## src/rtl/dcache_controller.sv

```systemverilog
// rtl/dcache_controller.sv - direct-mapped write-through no-write-allocate data cache controller
// Refills whole 4-word lines on read misses; stores always go straight to memory.
module dcache_controller #(
  parameter int INDEX_BITS  = 5,
  parameter int BLOCK_WORDS = 4,
  parameter int CNT_W       = 16
) (
  input  logic             clk,
  input  logic             rst,
  input  logic             cpu_rd,
  input  logic             cpu_wr,
  input  logic [31:0]      cpu_addr,
  input  logic [31:0]      cpu_wdata,
  output logic [31:0]      cpu_rdata,
  output logic             stall,
  output logic             mem_req,
  output logic             mem_we,
  output logic [31:0]      mem_addr,
  output logic [31:0]      mem_wdata,
  input  logic             mem_ack,
  input  logic [31:0]      mem_rdata,
  output logic [CNT_W-1:0] hit_cnt,
  output logic [CNT_W-1:0] miss_cnt
);

  localparam int LINES = 1 << INDEX_BITS;
  localparam int OFF_W = $clog2(BLOCK_WORDS);
  localparam int TAG_W = 32 - INDEX_BITS - OFF_W - 2;

  typedef enum logic [1:0] {S_IDLE, S_REFILL, S_WRITE} state_t;

  state_t                r_state;
  logic [OFF_W-1:0]      r_cnt;
  logic [LINES-1:0]      r_valid;
  logic                  r_refill_done;
  logic [CNT_W-1:0]      r_hit_cnt;
  logic [CNT_W-1:0]      r_miss_cnt;
  logic [TAG_W-1:0]      r_tag  [0:LINES-1];
  logic [31:0]           r_data [0:LINES*BLOCK_WORDS-1];

  logic [TAG_W-1:0]      w_tag;
  logic [INDEX_BITS-1:0] w_index;
  logic [OFF_W-1:0]      w_off;
  logic                  w_hit;
  logic                  w_last_word;
  logic                  w_unused;

  assign w_tag       = cpu_addr[31:INDEX_BITS+OFF_W+2];
  assign w_index     = cpu_addr[INDEX_BITS+OFF_W+1:OFF_W+2];
  assign w_off       = cpu_addr[OFF_W+1:2];
  assign w_hit       = r_valid[w_index] && (r_tag[w_index] == w_tag);
  assign w_last_word = (r_cnt == OFF_W'(BLOCK_WORDS - 1));
  assign w_unused    = &{1'b0, cpu_addr[1:0]};

  assign hit_cnt  = r_hit_cnt;
  assign miss_cnt = r_miss_cnt;

  // Memory-side outputs follow the state so they hold steady until the ack.
  always_comb begin
    stall     = 1'b0;
    mem_req   = 1'b0;
    mem_we    = 1'b0;
    mem_addr  = 32'h0;
    mem_wdata = 32'h0;
    cpu_rdata = 32'h0;
    case (r_state)
      S_IDLE: begin
        if (cpu_wr) begin
          stall = 1'b1;
        end else if (cpu_rd) begin
          if (w_hit) cpu_rdata = r_data[{w_index, w_off}];
          else       stall     = 1'b1;
        end
      end
      S_REFILL: begin
        stall    = 1'b1;
        mem_req  = 1'b1;
        mem_addr = {w_tag, w_index, r_cnt, 2'b00};
      end
      S_WRITE: begin
        mem_req   = 1'b1;
        mem_we    = 1'b1;
        mem_addr  = {cpu_addr[31:2], 2'b00};
        mem_wdata = cpu_wdata;
        stall     = ~mem_ack;
      end
      default: ;
    endcase
  end

  always_ff @(posedge clk or posedge rst) begin
    if (rst) begin
      r_state       <= S_IDLE;
      r_cnt         <= '0;
      r_valid       <= '0;
      r_refill_done <= 1'b0;
      r_hit_cnt     <= '0;
      r_miss_cnt    <= '0;
    end else begin
      case (r_state)
        S_IDLE: begin
          r_refill_done <= 1'b0;
          if (cpu_wr) begin
            r_state <= S_WRITE;
          end else if (cpu_rd) begin
            if (w_hit) begin
              // The access that finishes a refill is not a genuine hit.
              if (!r_refill_done) r_hit_cnt <= r_hit_cnt + 1'b1;
            end else begin
              r_miss_cnt       <= r_miss_cnt + 1'b1;
              r_valid[w_index] <= 1'b0;
              r_cnt            <= '0;
              r_state          <= S_REFILL;
            end
          end
        end
        S_REFILL: begin
          if (mem_ack) begin
            r_cnt <= r_cnt + 1'b1;
            if (w_last_word) begin
              r_valid[w_index] <= 1'b1;
              r_refill_done    <= 1'b1;
              r_state          <= S_IDLE;
            end
          end
        end
        S_WRITE: begin
          if (mem_ack) r_state <= S_IDLE;
        end
        default: r_state <= S_IDLE;
      endcase
    end
  end

  always_ff @(posedge clk) begin
    if (r_state == S_REFILL && mem_ack) begin
      r_data[{w_index, r_cnt}] <= mem_rdata;
      if (w_last_word) r_tag[w_index] <= w_tag;
    end
    if (r_state == S_WRITE && mem_ack && w_hit) begin
      r_data[{w_index, w_off}] <= cpu_wdata;
    end
  end

endmodule
```

## config.mk

```make
export PLATFORM = sky130hd
export DESIGN_NAME = dcache_controller
export DESIGN_NICKNAME = d
export VERILOG_FILES = /design/src/rtl/dcache_controller.sv
export SDC_FILE = /design/constraint.sdc
export NUM_CORES = 2
export LEC_CHECK = 0
export CAP_MARGIN = 15
export CORE_ASPECT_RATIO = 0.9
export CORE_MARGIN = 5
export CORE_UTILIZATION = 45
export CTS_CLUSTER_SIZE = 12
export DETAILED_ROUTE_END_ITERATION = 8
export PLACE_DENSITY_LB_ADDON = 0.2
export SYNTH_ARGS = -nofsm -noshare
export SYNTH_HDL_FRONTEND = slang
export SYNTH_MEMORY_MAX_BITS = 65536
export SYNTH_SLANG_ARGS = --single-unit
```

## constraint.sdc

```tcl
create_clock -name clk -period 6.85 [get_ports clk]
set_input_delay 1.37 -clock clk [delete_from_list [all_inputs] [get_ports clk]]
set_output_delay 1.37 -clock clk [all_outputs]
set_load 0.01 [all_outputs]
```

==> impl_metrics.csv <==
group,metric,value,unit
setup_path,max_stage_delay,0.60,ns
setup_path,cp-start-kind,"input pin",
status,status,"completed",
route,drc,0,
cells_and_area,fillerInstances,31747,
timing,fmax,147,MHz
pwr,clkPwrFrac,0.404,
clock_network,clockBufferDepth,4,
timing,finalSetupViolCount,0,
placed_design,gp_congestion,0.865,
placed_design,place_worst_setup_slack,-0.745,ns
setup_path,path_buf_inv,9,
grt,met2_usage,0.398,
grt,grt_antenna_before_repair,38,
pwr,p_int,49.1,mW
setup_path,worstPathCellList,"buf_4, buf_4, or4b_4, buf_4, o22ai_1, nor4_2, and3_1, nor4_4, buf_4, and4_4, buf_4, nand4_1, buf_12, buf_6, nor4_2, buf_4, buf_4",
placed_design,place_inst,14356,
synthesis,ys_warn_count,0,
floorplanning,dieArea,0.433,mm²
synthesis,syn_area,0.189,mm²
grt,gr-max-usage-layer,"met2",
synthesis,ys_types,73,
setup_path,critical_path_class,"in -> out",
clock_network,cts-root-buf,"clkbuf_16",
pwr,p_sw_frac,0.227,
cells_and_area,multi_input_area,0.0417,mm²
cells_and_area,layout.cells.non_filler,15242,
floorplanning,rows,225,
synthesis,ys.flop_type,"edfxtp_1",
floorplanning,die_w,693,µm
hold_path,min_path_type,"reg -> reg",
setup_path,path_common_cell,"buf_4",
floorplanning,initial_core_util,0.452,
placed_design,dpl.hpwl,335,mm
setup_path,cp_max_fo,14,
setup_path,critical_path.slowest_cell,"or4b_4",
setup_path,end_kind,"primary output",
synthesis,ys_ff_latch,4901,
cells_and_area,drive_above_1_share,0.307,
clock_network,cts_buffers,518,
grt,grt_pass1_wl,772,mm
cells_and_area,layout.nets,9429,
timing,slew_violations,0,
timing,relSlewSlack,0.151,
cells_and_area,layout_commonest_cell,"edfxtp_1",
synthesis,synth_edf_count,4832,
grt,grtUsageTotal,0.255,
pwr,leakage,70.6,nW
timing,hold_ws,0.473,ns
grt,grt-ovfl-total,0,
cells_and_area,area_delta_synth_final,17.5,%
setup_path,cp_top_family,"simple AND/OR/NAND/NOR gates",
floorplanning,coreArea,0.418,mm²
cells_and_area,postLayoutCellArea,0.222,mm²
pwr,p_per_area,286,mW/mm²
timing,fin_skew,0.0637,ns
synthesis,synth_cells,8285,
pwr,ir_drop,0.000256,V
clock_network,htreeDepth,6,
route,drtIter0Drc,12949,
grt,grt_max_degree,129,
synthesis,ys_seq_area_frac,0.776,
route,drt_pre_antenna_iters,7,
clock_network,path_clk_slew,0.06,ns
pwr,power_frac_comb,0.073,
route,antenna_left,0,
timing,worst_slew_pin_slew,1.27,ns
grt,globalRouteMet1Util,0.364,
setup_path,r2r_setup_slack,2.17,ns
pwr,sequentialPowerShare,0.523,
route,avgRoutedWirePerCell,36.8,µm
timing,hold_viol_final,0,
clock_network,cts_tree,"built",
synthesis,syn_avg_cell_area,22.8,µm²
cells_and_area,seq_area,0.147,mm²
route,drt-vias-per-instance,6.26,
floorplanning,dieHeight,625,µm
timing,fin_setup_tns,0,ns
grt,grt_use_met3,0.0543,
placed_design,placedInstanceArea,0.207,mm²
timing,rsz0062_at_grt,"false",
clock_network,clock-sinks,4901,
pwr,switchingPower,14.4,mW
setup_path,critPathArrivalTime,5.44,ns
setup_path,required,5.48,ns
job,maxCapViolCount,0,
route,num_vias,95422,
cells_and_area,final_cell_mix,"edfxtp_1 (4832), mux4_2 (1246), clkbuf_16 (528)",
synthesis,async_flop_share,0.0141,
timing,post-route-period-util,0.995,
timing,period_needed,6.81,ns
clock_network,clock_latency,1.06,ns
placed_design,port_buffers,227,
floorplanning,num_io_pins,232,
timing,setup_slack,0.0354,ns
grt,grt_pass1_vias,95131,
route,totalWireLength,561,mm
==> registers in the layout, indices dropped and copies added, names as in the netlist, named ones only <==
signal         cells
r_data          4096
r_tag            736
hit_cnt           16
miss_cnt          16
r_cnt              2
r_state            2
r_refill_done      1
==> cell families after synthesis <==
family | share of synthesized area
flip-flops | 0.776
multiplexers | 0.175
AND/OR/NAND/NOR | 0.0174
AO/OA/AOI/OAI | 0.0184
buffers and inverters | 0.0110
XOR/XNOR | 0.00139
adder cells (fa/ha/maj) | 0.000463
other | 0.0000198
==> layout make-up <==
type,count,area share
multi-input combinational,2893,0.188
clock buffer,686,0.0622
inverter,11,0.000231
timing repair buffer,996,0.0520
sequential,4901,0.661
tap,5561,0.0313
clock inverter,176,0.00554
antenna,18,0.000203
==> Yosys cell counts (11+ instances only) <==
library cell / instances / area (µm²)
edfxtp_1: 4832 / 145000
mux4_2: 1246 / 28100
mux2i_1: 435 / 4350
o22ai_1: 262 / 1640
clkbuf_1: 228 / 856
nor2_1: 172 / 646
buf_2: 126 / 631
buf_1: 113 / 424
nor2_2: 80 / 500
and2_1: 72 / 450
dfrtp_1: 69 / 1730
nand2_1: 63 / 236
nor4_1: 60 / 375
a21oi_1: 56 / 280
mux2_2: 53 / 597
a211oi_1: 42 / 315
o22a_1: 36 / 315
nand3_1: 30 / 150
nor3_1: 20 / 100
and3_1: 19 / 119
nand4_1: 19 / 119
xor2_1: 18 / 158
o21ai_0: 17 / 85.1
a2111oi_0: 12 / 105
xnor2_1: 12 / 105
a21o_1: 11 / 82.6
==> final timing paths <==
path | startpoint | endpoint | cells after the start
worst min register to register | hit_cnt[15] | hit_cnt[15] | 1
worst max register to register | r_tag[5][20] | r_data[72][6] | 14
max in group asynchronous | rst | asynchronous set/reset pin | 3
worst min-delay path | hit_cnt[15] | hit_cnt[15] | 1
worst max-delay path | cpu_addr[6] | cpu_rdata[2] | 17
min in group asynchronous | rst | hit_cnt[6] | 3
==> stage by stage <==
step	utilization	total power [mW]
2_1_floorplan	-	36.0
3_3_place_gp	0.495	38.3
3_5_place_dp	0.495	38.4
4_1_cts	0.531	63.8
5_1_grt	0.531	65.3
6_report	0.532	63.5
==> metal layers <==
layer,up-vias,share of wire
met5,-,0.000082
met3,816,0.093
met2,4821,0.47
li1,37536,-
met1,52241,0.40
met4,8,0.034
==> what timing repair did <==
action | in CTS | in global routing
hold buffers | 0 | 0
setup buffers | 5 | 0
endpoints found under the setup margin | 33 | 29
gates resized for setup | 21 | 22
pin swaps | 4 | 5
==> power groups by stage <==
stage          sequential [mW]  clock [mW]  combinational (mW)
2_1_floorplan             33.8           0                2.19
3_3_place_gp              33.8           0                4.50
3_5_place_dp              33.8           0                4.57
4_1_cts                   33.2        26.1                4.59
5_1_grt                   33.2        27.3                4.79
6_report                  33.2        25.6                4.62
(Power assumes the default switching activity.)
